==> config.mk <==
export PLATFORM = sky130hd
export DESIGN_NAME = exe_mem_stage
export DESIGN_NICKNAME = d
export VERILOG_FILES = /design/src/rtl/arm_pkg.sv /design/src/rtl/skid_buf2.sv /design/src/rtl/exe_mem_stage.sv
export SDC_FILE = /design/constraint.sdc
export NUM_CORES = 1
export LEC_CHECK = 0
export CAP_MARGIN = 20
export CORE_ASPECT_RATIO = 0.6
export CORE_MARGIN = 3
export CORE_UTILIZATION = 25
export CTS_CLUSTER_DIAMETER = 50
export DETAILED_ROUTE_END_ITERATION = 8
export PLACE_DENSITY = 0.53
export SYNTH_ARGS = -nofsm -noshare
export SYNTH_HDL_FRONTEND = slang
export SYNTH_HIERARCHICAL = 1
export SYNTH_SLANG_ARGS = --single-unit
==> constraint.sdc <==
create_clock -name clk -period 2 [get_ports clk]
set_clock_uncertainty 0.2 [all_clocks]
set_input_delay 0.2 -clock clk [delete_from_list [all_inputs] [get_ports clk]]
set_output_delay 0.2 -clock clk [all_outputs]
set_load 0.02 [all_outputs]
==> src/rtl/arm_pkg.sv <==
// Shared types and constants for the EXE/MEM pipeline boundary.
package arm_pkg;

  localparam int unsigned NZCV_N = 3;
  localparam int unsigned NZCV_Z = 2;
  localparam int unsigned NZCV_C = 1;
  localparam int unsigned NZCV_V = 0;

  typedef struct packed {
    logic [31:0] alu_res;
    logic [31:0] st_val;
    logic [3:0]  dest;
    logic        wb_en;
    logic        mem_r_en;
    logic        mem_w_en;
  } exe_mem_t;

endpackage

==> src/rtl/skid_buf2.sv <==
// Two-entry valid/ready skid buffer with a generic payload.
// Handshake outputs come from the registered count only.
module skid_buf2 #(
  parameter int unsigned WIDTH = 8,
  parameter int unsigned DEPTH = 2
) (
  input  logic             clk,
  input  logic             rst_n,
  input  logic             in_valid,
  output logic             in_ready,
  input  logic [WIDTH-1:0] in_data,
  output logic             out_valid,
  input  logic             out_ready,
  output logic [WIDTH-1:0] out_data
);

  logic [WIDTH-1:0] r_mem [2];
  logic             r_rd;
  logic             r_wr;
  logic [1:0]       r_cnt;
  logic             w_push;
  logic             w_pop;

  assign in_ready  = (r_cnt != 2'(DEPTH));
  assign out_valid = (r_cnt != 2'd0);
  assign w_push    = in_valid && in_ready;
  assign w_pop     = out_valid && out_ready;
  assign out_data  = r_mem[r_rd];

  always_ff @(posedge clk or negedge rst_n) begin
    if (!rst_n) begin
      r_mem[0] <= '0;
      r_mem[1] <= '0;
      r_rd     <= 1'b0;
      r_wr     <= 1'b0;
      r_cnt    <= 2'd0;
    end else begin
      if (w_push) begin
        r_mem[r_wr] <= in_data;
        r_wr        <= ~r_wr;
      end
      if (w_pop) begin
        r_rd <= ~r_rd;
      end
      // Simultaneous push and pop leaves the count unchanged.
      unique case ({w_push, w_pop})
        2'b10:   r_cnt <= r_cnt + 2'd1;
        2'b01:   r_cnt <= r_cnt - 2'd1;
        default: r_cnt <= r_cnt;
      endcase
    end
  end

endmodule

==> src/rtl/exe_mem_stage.sv <==
// EXE->MEM pipeline register built on a two-entry skid buffer,
// plus the NZCV status register loaded on accepted S-bit beats.
module exe_mem_stage
  import arm_pkg::*;
#(
  parameter int unsigned DEPTH = 2
) (
  input  logic        clk,
  input  logic        rst_n,
  input  logic        in_valid,
  output logic        in_ready,
  input  logic [31:0] alu_res,
  input  logic [3:0]  alu_status,
  input  logic        s_en,
  input  logic [31:0] st_val,
  input  logic [3:0]  dest,
  input  logic        wb_en,
  input  logic        mem_r_en,
  input  logic        mem_w_en,
  output logic        out_valid,
  input  logic        out_ready,
  output logic [31:0] out_alu_res,
  output logic [31:0] out_st_val,
  output logic [3:0]  out_dest,
  output logic        out_wb_en,
  output logic        out_mem_r_en,
  output logic        out_mem_w_en,
  output logic [3:0]  status,
  output logic        cin
);

  exe_mem_t   w_in;
  exe_mem_t   w_head;
  logic       w_push;
  logic [3:0] r_status;

  assign w_in = '{alu_res: alu_res, st_val: st_val, dest: dest,
                  wb_en: wb_en, mem_r_en: mem_r_en, mem_w_en: mem_w_en};

  skid_buf2 #(
    .WIDTH ($bits(exe_mem_t)),
    .DEPTH (DEPTH)
  ) u_skid (
    .clk       (clk),
    .rst_n     (rst_n),
    .in_valid  (in_valid),
    .in_ready  (in_ready),
    .in_data   (w_in),
    .out_valid (out_valid),
    .out_ready (out_ready),
    .out_data  (w_head)
  );

  assign w_push = in_valid && in_ready;

  // Flags follow acceptance, not MEM-side drain, so ID sees them one cycle later.
  always_ff @(posedge clk or negedge rst_n) begin
    if (!rst_n) begin
      r_status <= 4'd0;
    end else if (w_push && s_en) begin
      r_status <= alu_status;
    end
  end

  assign status       = r_status;
  assign cin          = r_status[NZCV_C];
  assign out_alu_res  = w_head.alu_res;
  assign out_st_val   = w_head.st_val;
  assign out_dest     = w_head.dest;
  assign out_wb_en    = w_head.wb_en;
  assign out_mem_r_en = w_head.mem_r_en;
  assign out_mem_w_en = w_head.mem_w_en;

endmodule
; After elaboration in Yosys (flattened, before gate mapping)
; Cells that the tools add are included.
[totals]
regBits = 150
input_bits = 80
output_inout_bits = 78
elab_cells = 31
[classes]
add_sub_neg = 2
order_cmp = 3
eq_ne = 3
muxes = 7
bitwise_logic = 4
reduce_logical = 6
[op_table]
columns = cell, n
row1 = 71-bit 2-to-1 mux, 4
row2 = 142-bit bitwise mux, 1
row3 = 71-bit demux with 1-bit select, 1
row4 = "2-bit greater-or-equal comparator, second input constant", 2
row5 = 1-bit logical AND, 4
row6 = 1-bit inverter with 2-bit output, 2
row7 = 2-bit one-hot mux with 2 select lines, 1
row8 = 2-bit nonzero test, 2
row9 = "2-bit by 1-bit adder with 2-bit output, second input constant", 1
row10 = "2-bit by 1-bit equality test with 1-bit output, second input constant", 1
row11 = "2-bit equality test, second input constant", 1
row12 = "2-bit by 1-bit < comparator with 1-bit output, second input constant", 1
row13 = "2-bit != test, second input constant", 1
row14 = 1-bit inverter, 2
row15 = "2-bit by 1-bit subtractor with 2-bit output, second input constant", 1

; Longest topological paths before layout
; Gate-level depths: netlist of run 1.
[logic_depth]
ltp_word = 6
mapped_depth = 6
depth_no_buf = 6

; Modules after synthesis
; Netlist of run 1, hierarchy kept.
[by_module_without_submodules]
columns = mod, instances, cells_per_inst, area_each_um2, seq_area_each_um2
row1 = skid_buf2, 1, 396, 7038.0, 3653.5
row2 = exe_mem_stage, 1, 10, 162.7, 100.1

; Worst setup path after synthesis of run 1
; OpenSTA, ideal clock, no wires.
[synth_timing]
path_type = register to register
from = register u_skid.r_cnt[0]
to = register u_skid.r_cnt[1]
setup_ns = 0.079
arrival_ns = 1.531
t_required_ns = 1.721
setup_slack_ns = 0.190
path_stages_with_launch = 6
n_path_buf = 0
period_less_slack_ns = 1.810
path_cell_list = dfrtp_1 or2_2 and2_1 ha_1 nor2_1 xor2_1
[synth_between]
elab_chain_cells = 4
elab_cells_between_ends = 10
cone_classes = 2 x add/sub / 3 x eq/ne / 1 x mux / 4 x reduce/logical
[synth_rtl]
columns = item, line_no
row1 = from (decl), skid_buf2.sv:20  ; logic [1:0] r_cnt;
row2 = from (signal assigned), skid_buf2.sv:47  ; 2'b10: r_cnt <= r_cnt + 2'd1;
row3 = from (signal assigned), skid_buf2.sv:48  ; 2'b01: r_cnt <= r_cnt - 2'd1;
row4 = from (signal assigned), skid_buf2.sv:49  ; default: r_cnt <= r_cnt;
row5 = 2-bit nonzero test *, skid_buf2.sv:25  ; assign out_valid = (r_cnt != 2'd0);
row6 = via out_valid, exe_mem_stage.sv:20  ; output logic out_valid,
row7 = 1-bit logical AND *, skid_buf2.sv:27  ; assign w_pop = out_valid && out_ready;
row8 = via u_skid.w_pop, skid_buf2.sv:22  ; logic w_pop;
row9 = 2-bit by 1-bit equality test with 1-bit output / 2-bit equality test (equally long branches), skid_buf2.sv:46  ; unique case ({w_push, w_pop})
row10 = 2-bit one-hot mux with 2 select lines / 2-bit nonzero test (equally long branches), -
; The timed path passes the listed nets; every way through them passes the cells marked *.
; A chain may end at the register's enable or synchronous reset.

; Final worst setup path of run 1
[layout_timing]
from = register u_skid.r_rd
to = output port out_alu_res[14]
[layout_between]
elab_chain_cells = 4
[layout_rtl]
columns = item, line_no
row1 = from (decl), skid_buf2.sv:18  ; logic r_rd;
row2 = from (signal assigned), skid_buf2.sv:43  ; r_rd <= ~r_rd;
row3 = 1-bit inverter with 2-bit output (implied by the code), skid_buf2.sv:28  ; assign out_data = r_mem[r_rd];
row4 = 71-bit 2-to-1 mux (implied by the code) (3 in a row), skid_buf2.sv:28
row5 = to (decl), exe_mem_stage.sv:22  ; output logic [31:0] out_alu_res,
; No other way between the ends. The select of a mux whose other input is x is not followed.

==> summary.md, run 1 <==
| Metric | Value |
|---|---|
| Area grow syn2layout | 41.39% |
| 1st-iter DRT viols | 161 |
| Fmax | 472.2 MHz |
| Worst reg2reg startpoint | u_skid/r_cnt[0]$_DFFE_PN0P_ |
| Placed inst area | 0.009188 sq mm |
| CP max-delay cell | dfrtp_4 |
| Worst EP arrival | 1720 ps |
| Wire per inst | 18.74 um |
| Clock tree buffer depth | 2 |
| Failing checks | setup timing |
| Clock latency on the worst-skew pair | 430 ps |
| RePlAce Congestion | 0.7025 |
| Yosys cell types | 19 |
| Unrepaired setup endpoints after global routing | true |
| Max Cap Viol | 0 |
| Slew @ Worst Pin | 532.8 ps |
| Setup ws final | -117.9 ps |
| Vias | 4008 |
| Nets | 673 |
| RR Endpoint | u_skid/r_cnt[1]$_DFFE_PN0P_ |
| Clock sinks | 150 |
| Reg2Reg Setup Slack | 150 ps |
| TritonCTS clock tree | built |
| Setup TNS | -6023 ps |
| Final min period | 2118 ps |
| WL final | 18220 um |
| Slew Limit Fails | 0 |
| DRC Markers | 0 |
| H-tree depth | 4 |
| CP Buf/Inv Count | 3 |
| Synth Register Bits | 150 |
| Die height | 137.5 um |
| Initial core utilization | 25.78% |
| Core Rows | 47 |
| Detail Route Antenna Nets | 0 |
| Leakage | 4.553 nW |
| Synth Warn # | 6 |
| CTS Buf Count | 17 |
| First-pass GRT wire length | 27830 um |
| Share of cells above drive strength 1 | 59.50% |
| Register area share after synthesis | 52.13% |
| Cell count after synthesis | 406 |
| Top delay family on crit path | flip-flops |
| I/O pin cnt | 158 |
| Vias/cell | 4.123 |
| Fin. Hold Viols | 0 |
| Die W | 225.1 um |
| Worst-path clk slew | 60 ps |
| Fin crit share | 105.9% |
| PwrDens | 1987 mW/mm^2 |
| Crit path cell chain | buf_8 > clkbuf_16 > mux2_4 > buf_6 |
| IO Port Bufs | 157 |
| R2R cell count | 5 |
| CP Capture Type | output port |
| Startpoint types | flop |
| Status | complete, but fails checks |
| Syn_nets | 487 |
| Antenna violations before repair | 2 |
| Total gr overflow | 0 |
| CP Class | flop to output port |
| WP depth | 4 |
| Synthesized area | 0.007201 sq mm |
| GRT Total Usage | 11.94% |
| Post-DP HPWL | 11350 um |
| Pin count of the biggest net entering global routing | 51 |
| Critical-path maximum fanout | 8 |
| Root Driver | clkbuf_16 |
| Post-route cell area | 0.01018 sq mm |
| Full die area | 0.03094 sq mm |
| Slew headroom | 64.48% |
| Number of global-route vias before repair | 4601 |
| Syn avg cell area | 17.74 sq um |
| CP required | 1600 ps |
| Detailed Routing Iterations Pass 1 | 4 |
| Antenna fix cells | 0 |
| Setup Viol. Count Final | 71 |
| Worst vdd ir | 0.8995 mV |
| HP Class | primary input to async pin |
| Core ar. | 0.02793 sq mm |
| CP max stage delay | 520 ps |
-- worst register-to-register path: stages (launching register included) --
cell	delay, ps
dfrtp_1	430
or2_2	320
and2_1	190
ha_1	330
nor2_1	130
xor2_1	160
-- worst max path at each step --
stage / start / to / slack (ps)
after floorplan: u_skid/r_cnt[0]$_DFFE_PN0P_ / u_skid/r_cnt[1]$_DFFE_PN0P_ / 190
after global placement: u_skid/r_rd$_DFFE_PN0P_ / out_st_val[31] / -60
after detailed placement: u_skid/r_rd$_DFFE_PN0P_ / out_st_val[31] / -60
after CTS: u_skid/r_rd$_DFFE_PN0P_ / out_st_val[27] / -180
after global routing: u_skid/r_rd$_DFFE_PN0P_ / out_alu_res[0] / -190
final: u_skid/r_rd$_DFFE_PN0P_ / out_alu_res[14] / -120
-- where the power goes --
part / switching [mW] / total [mW] / leakage (nW) / internal, mW
clock: 1.31 / 3.43 / 0.307 / 2.12
sequential: 0.911 / 5.53 / 1.76 / 4.62
combinational: 4.51 / 11.3 / 2.48 / 6.76
-- repair_timing --
action	CTS	global route
hold buffers	1	0
cloned	3	3
endpoints found under the hold margin	150	0
setup endpoints to repair	73	71
resized for setup	372	73
buffers inserted	3	1
-- flip-flops by register name (all words and copies together) (netlist names) --
name,cells
u_skid/r_cnt,2
status,4
u_skid/r_rd,1
u_skid/r_wr,1
u_skid/r_mem,142
-- cell type report --
class | instances | area (sq um)
Fill cell | 2617 | 17750
Sequential cell | 150 | 3757
Clock buffer | 19 | 442.9
Multi-Input combinational cell | 231 | 3146
Timing Repair Buffer | 192 | 2197
Clock inverter | 13 | 178.9
Tap cell | 367 | 459.2
-- synth_stat cells (all sizes together) --
master  number  area (sq um)
mux2       217          2969
xor2         2         17.52
dfrtp      150          3754
nand3        1         10.01
nor2         1         3.750
and2         1         6.260
ha           1         12.51
and3         1         11.26
clkbuf       1         3.750
nand2b       1         13.76
buf         24         354.1
or2          1         6.260
and3b        1         8.760
nand2        1         3.750
xnor2        3         26.28
-- per-stage QoR --
step / power [mW] / std cells / setup slack (ps) / utilization [%] / hold slack (ps)
2_1_floorplan: 12.17 / 406 / 189.6 / - / -295.6
3_3_place_gp: 15.52 / 929 / -55.76 / 32.89 / -3.968
3_5_place_dp: 15.64 / 929 / -55.79 / 32.89 / -0.5491
4_1_cts: 19.48 / 968 / -176.5 / 35.30 / 86.03
5_1_grt: 21.28 / 972 / -186.6 / 36.45 / 121.8
6_report: 20.23 / 972 / -117.9 / 36.45 / 103.7
-- kinds of logic (layout without fill, tap and decap cells) --
family,count (synthesis),after routing,share of synthesized area (%)
mux,217,217,41.23
flops,150,150,52.13
buf+inv,25,224,4.970
simple gates,8,8,0.8862
xor+xnor,5,5,0.6083
fa+ha+maj,1,1,0.1737
-- cell usage in the layout, fill, tap and decap left out, drive strengths merged --
cell type / instances
xor2: 2
or2: 1
nor2: 1
mux2: 217
nand3: 1
clkinvlp: 1
dlygate4sd3: 1
nand2: 1
bufinv: 4
and3: 1
inv: 1
dlygate4sd2: 2
ha: 1
dfrtp: 150
nand2b: 1
clkbuf: 22
buf: 103
clkdlybuf4s50: 83
clkinv: 7
xnor2: 3
and2: 1
and3b: 1
-- per-layer routing --
layer	share of wire (%)	vias up	global-route usage, %
li1	-	1816	-
met1	51	2071	16.77
met2	43	98	16.99
met3	5.2	19	4.131
met4	1.4	4	4.230
met5	0.19	-	0
(Power assumes the default switching activity.)
==> run 2, diff against run 1 <==
--- a/config.mk
+++ b/config.mk
@@ -11,7 +11,7 @@
 export CORE_UTILIZATION = 25
 export CTS_CLUSTER_DIAMETER = 50
 export DETAILED_ROUTE_END_ITERATION = 8
-export PLACE_DENSITY = 0.53
+export PLACE_DENSITY = 0.55
 export SYNTH_ARGS = -nofsm -noshare
 export SYNTH_HDL_FRONTEND = slang
 export SYNTH_HIERARCHICAL = 1
==> constraint.sdc (replaced) <==
create_clock -name clk -period 1.9 [get_ports clk]
set_clock_uncertainty 0.2 [all_clocks]
set_input_delay 0.19 -clock clk [delete_from_list [all_inputs] [get_ports clk]]
set_output_delay 0.19 -clock clk [all_outputs]
set_load 0.02 [all_outputs]
==> run 2 against run 1 <==
Via count rose by 1.1%. Sequential cell count did not move. Cell count rose by 0.31%. Critical path depth did not move. Power rose by 6.9%. Combinational power rose by 9%. Die area did not move. Sequential share of layout area fell by 0.47 points. The run still ends with setup timing left.
==> summary.md, run 2 (synthesis gave the netlist of run 1 again) <==
| Metric | Value |
|---|---|
| Root Driver | clkbuf_16 (unchanged) |
| Slew headroom | 74.65% (was 64.48%) |
| Fmax | 471.9 MHz |
| I/O pin cnt | 158 (unchanged) |
| Number of global-route vias before repair | 4777 (was 4601) |
| Wire per inst | 19.02 um (was 18.74 um) |
| Antenna fix cells | 0 (unchanged) |
| Nets | 677 (was 673) |
| DRC Markers | 0 (unchanged) |
| Pin count of the biggest net entering global routing | 59 (was 51) |
| Slew Limit Fails | 0 (unchanged) |
| HP Class | primary input to async pin (unchanged) |
| Commonest non-fill, non-tap cell in the layout | mux2_4 (unchanged) |
| Worst EP arrival | 1730 ps (was 1720 ps) |
| Most frequent cells in the layout | mux2_4, dfrtp_1, clkdlybuf4s50_1 (unchanged) |
| Setup TNS | -13090 ps (was -6023 ps) |
| H-tree depth | 4 (unchanged) |
| Post-DP HPWL | 11420 um (was 11350 um) |
| Hold Slack | 38.88 ps (was 103.7 ps) |
| Reg2Reg Setup Slack | 60 ps (was 150 ps) |
| Max FFs per register | 142 (unchanged) |
| Status | complete, but fails checks (unchanged) |
| Max Cap Viol | 0 (unchanged) |
| Final min period | 2119 ps |
| Clock tree buffer depth | 2 (unchanged) |
| Worst vdd ir | 0.8059 mV (was 0.8995 mV) |
| Biggest register | u_skid/r_mem (unchanged) |
| CP required | 1510 ps (was 1600 ps) |
| Clock sinks | 150 (unchanged) |
| Post-layout util | 36.92% (was 36.45%) |
| Leakage | 4.598 nW (was 4.553 nW) |
| Share of cells above drive strength 1 | 59.87% (was 59.50%) |
| Antenna violations before repair | 1 (was 2) |
| RePlAce Congestion | 0.7222 (was 0.7025) |
| Core ar. | 0.02793 sq mm (unchanged) |
| CP Capture Type | output port (unchanged) |
| Fin crit share | 111.5% |
| CP Class | flop to output port (unchanged) |
| IO Port Bufs | 157 (unchanged) |
| Unrepaired setup endpoints after global routing | true (unchanged) |
| GRT Total Usage | 12.45% (was 11.94%) |
| First-pass GRT wire length | 28650 um (was 27830 um) |
| Startpoint types | flop (unchanged) |
| Worst-path clk slew | 60 ps (about the same) |
| Setup Viol. Count Final | 71 (unchanged) |
| Detailed Routing Iterations Pass 1 | 4 (unchanged) |
| Core Rows | 47 (unchanged) |
| Die W | 225.1 um (unchanged) |
| Clock latency on the worst-skew pair | 430 ps (about the same) |
| Vias/cell | 4.158 (was 4.123) |
| Full die area | 0.03094 sq mm (unchanged) |
| Setup ws final | -219.1 ps (was -117.9 ps) |
| 1st-iter DRT viols | 193 (was 161) |
| Total gr overflow | 0 (unchanged) |
| Detail Route Antenna Nets | 0 (unchanged) |
| Fin. Hold Viols | 0 (unchanged) |
| PwrDens | 2098 mW/mm^2 (was 1987 mW/mm^2) |
| TritonCTS clock tree | built (unchanged) |
| Place WS | -137.3 ps (was -55.79 ps) |
| Vias | 4054 (was 4008) |
| Slew @ Worst Pin | 380.2 ps (was 532.8 ps) |
| WL final | 18550 um (was 18220 um) |
| CTS Buf Count | 17 (unchanged) |
| Die height | 137.5 um (unchanged) |
| Initial core utilization | 25.78% (unchanged) |
| Area grow syn2layout | 43.23% (was 41.39%) |
| Critical-path maximum fanout | 5 (was 8) |
| Failing checks | setup timing (unchanged) |
-- run 2: cell types whose count changed in the layout (fill, tap and decap cells not counted), sizes merged --
cell / change
inv: -1
clkbuf: +2
bufinv: -2
buf: +7
dlygate4sd2: -1
clkdlybuf4s15: +1
clkinv: -4
clkinvlp: +1
-- run 2: critical path, cell delays in order (launching register included) --
cell and delay (ps):
dfrtp_4 530, buf_12 170, buf_16 150, mux2_4 310
buf_6 130
-- run 2: path summary, 6_finish.rpt --
| path | start | to | cells after the start |
|---|---|---|---|
| worst max-delay path | u_skid/r_rd$_DFFE_PN0P_ | out_alu_res[1] | 4 |
| worst max register to register | u_skid/r_cnt[0]$_DFFE_PN0P_ | u_skid/r_mem[28]$_DFFE_PN0P_ | 4 |
| max in group asynchronous | rst_n | u_skid/r_mem[30]$_DFFE_PN0P_ | 3 |
| worst min register to register | u_skid/r_mem[13]$_DFFE_PN0P_ | u_skid/r_mem[13]$_DFFE_PN0P_ | 1 |
| worst min-delay path | rst_n | u_skid/r_mem[103]$_DFFE_PN0P_ | 2 |
| min in group clk | alu_status[2] | status[2]$_DFFE_PN0P_ | 2 |
-- run 2: routing by layer --
metal / global-route usage (%) / up-vias / share of wire (%)
li1: - / 1831 / -
met1: 17.79 / 2126 / 51
met2: 17.84 / 76 / 44
met3: 4.280 / 19 / 4.2
met4: 3.384 / 2 / 0.94
met5: 0 / - / 0.070
-- run 2: metrics by stage --
stage / instance area, sq um / total power, mW / cells
2_1_floorplan: 7201 / 12.81 / 406
3_3_place_gp: 9193 / 16.30 / 928
3_5_place_dp: 9193 / 16.50 / 928
4_1_cts: 10280 / 21.86 / 975
5_1_grt: 10310 / 22.73 / 975
6_report: 10310 / 21.64 / 975
-- run 2: final cells by class --
cell class                      instances  area [sq um]
Clock buffer                           24         501.7
Clock inverter                          7         93.84
Fill cell                            2560         17620
Multi-Input combinational cell        231          3147
Sequential cell                       150          3757
Tap cell                              367         459.2
Timing Repair Buffer                  196          2355
-- run 2: what timing repair did --
| item | 4_1_cts | 5_1_grt |
|---|---|---|
| setup endpoints to repair | 73 | 72 |
| buffers inserted | 5 | 0 |
| hold buffers | 1 | 0 |
| endpoints found under the hold margin | 150 | 0 |
| cloned | 10 | 0 |
| gates resized for setup | 454 | 10 |
| pin swaps | 0 | 1 |
-- run 2: power by group --
part	total [mW]	internal [mW]	switching, mW
sequential	5.86	4.87	0.988
combinational	12.3	7.48	4.87
clock	3.43	2.10	1.33
==> variant (settings of run 1) <==
Register the output `status` once more; this adds one clock of latency there. The other outputs are not delayed to match.
--- a/src/rtl/exe_mem_stage.sv
+++ b/src/rtl/exe_mem_stage.sv
@@ -64,3 +64,5 @@
 
-  assign status       = r_status;
+  always_ff @(posedge clk) begin
+    status <= r_status;
+  end
   assign cin          = r_status[NZCV_C];
Formal check against the unedited RTL: not equivalent (a bounded check fails within 4 cycles, from zero or initial values and one cycle with rst_n low).
==> variant against run 1 <==
- the run still ends with setup timing left
- cell area rose by 0.44%
- sequential cell count is 4 higher
- clock power shrank 3%
- synthesized area rose by 1.0%
- routed wire length is 0.26% lower
- critical endpoint is now out_mem_w_en
- highest routed layer unchanged
- total power about the same
- worst setup slack worse by 0.0051 ns
==> variant: results (changes against run 1) <==
[worst_setup_path]
cpPeakStageDelay_ns = 0.51
crit_fanout = 8  ; unchanged

[place]
pre_cts_slack_ns = -0.02997  ; was -0.05579 ns
dp_hpwl_mm = 11.24  ; was 11.35 mm
placedInstanceArea_um2 = 9258  ; was 9188 um^2
dpl.cell_count = 930  ; was 929
portBuffers = 157  ; unchanged
place.gp.congestion = 0.7352  ; was 0.7025

[status]
violations = setup timing  ; unchanged
status = finished with violations  ; unchanged

[logic_synthesis]
synth_area_per_cell_um2 = 17.78  ; was 17.74 um^2
synth_compound_area_share_pct = 0  ; unchanged
synth-xor-area-share_pct = 0.6021  ; was 0.6082%
synth_cell_type_count = 19  ; unchanged
synth_mux_area_share_pct = 40.82  ; was 41.23%
postSynth.asyncResetShare_pct = 97.40  ; was 100.0%
synth_common_cells = dfrtp_1 (150), mux2_4 (140), mux2_2 (77), buf_12 (15), buf_2 (7)  ; unchanged
seq_area_frac_synth_pct = 52.71  ; was 52.13%
synth_area_leaders = dfrtp_1 (52%), mux2_4 (29%), mux2_2 (12%)  ; unchanged
syn-num-nets = 490  ; was 487
yosysWarnings = 6  ; unchanged
synth-adder-area-share_pct = 0.1720  ; was 0.1738%

[timing]
finalSetupViolations = 66  ; was 71
fin_ws_ns = -0.1230  ; was -0.1179 ns
fin_setup_tns_ns = -5.417  ; was -6.023 ns
tightest_slew_ns = 0.4085  ; was 0.5328 ns

[detailed_routing]
vias = 4065  ; was 4008
dr.pass1.iters = 4  ; unchanged
first_iter_violations = 127  ; was 161
drc = 0  ; unchanged
detail_route.wl_per_cell_um = 18.69  ; was 18.74 um

[cts]
clk_path_buf_depth = 2  ; unchanged
htreeDepth = 4  ; unchanged
clock_latency_ns = 0.43  ; about the same
cts_inserted_buffers = 17  ; unchanged
path_clk_slew_ns = 0.07

[finish]
fillers = 2654  ; was 2617
nNetsFinal = 675  ; was 673
diodes = 0  ; unchanged
layout-drive-gt1-share_pct = 58.84  ; was 59.50%
largestRegisters = u_skid/r_mem (142), r_status (4), status (4)

[pwr]
switching_share_pct = 33.27  ; about the same
seq-power_uw = 5700  ; was 5530 uW
ir_worst_vdd_v = 0.0009207  ; was 0.0008995 V
power_clock_uw = 3340  ; was 3430 uW
clock_power_share_pct = 16.5  ; was 16.9%
p_leak_uw = 0.004563  ; was 0.004553 uW

[global_routing]
grt_pass1_vias = 4664  ; was 4601
grt_max_degree = 71  ; was 51
grt_pass1_wl_mm = 28.41  ; was 27.83 mm
antenna_found_initial = 1  ; was 2
grtUsageTotal_pct = 11.93  ; was 11.94%

[hold_path]
hp-class = in -> async  ; unchanged

==> variant: changes by cell type after synthesis <==
cell | before | now
dfxtp_1 | 0 | 4
buf_4 | 1 | 0
==> variant: repair_timing <==
action	CTS	global route
endpoints found under the hold margin	150	0
hold buffers	2	0
endpoints found under the setup margin	73	71
buffers inserted	4	1
resized for setup	418	20
gates cloned	6	1
==> variant: final timing paths <==
| check | depth (start not counted) | slack, ns | start | endpoint |
|---|---|---|---|---|
| worst max-delay path | 4 | -0.12 | u_skid/r_rd$_DFFE_PN0P_ | out_mem_w_en |
| worst min-delay path | 3 | 0.10 | rst_n | u_skid/r_mem[125]$_DFFE_PN0P_ |
| worst max register to register | 5 | 0.14 | u_skid/r_cnt[0]$_DFFE_PN0P_ | u_skid/r_cnt[1]$_DFFE_PN0P_ |
| worst min register to register | 0 | 0.16 | r_status[3]$_DFFE_PN0P_ | status[3]$_DFF_P_ |
| max in group asynchronous | 3 | 1.08 | rst_n | u_skid/r_mem[20]$_DFFE_PN0P_ |
| min in group clk | 0 | 0.16 | r_status[3]$_DFFE_PN0P_ | status[3]$_DFF_P_ |
==> variant: metal layers <==
layer	vias up	track usage [%]	routed length (um)
li1	1834	-	-
met4	2	3.286	196
met5	-	0	13
met1	2114	17.29	9320
met2	99	16.85	7693
met3	16	4.068	944
==> variant: layout make-up <==
class / count / area [um^2] / area share (%)
tap: 367 / 459.2 / 4.490
clock inverter: 10 / 143.9 / 1.407
multi-input combinational: 231 / 3157 / 30.87
timing repair buffer: 190 / 2172 / 21.24
sequential: 154 / 3837 / 37.53
clock buffer: 20 / 456.7 / 4.466
==> variant: critical path, delay by kind of cell, from the launching register on <==
kind | cells | cell delay (ns)
DFF | 1 | 0.51
buffers and inverters | 3 | 0.47
muxes | 1 | 0.32
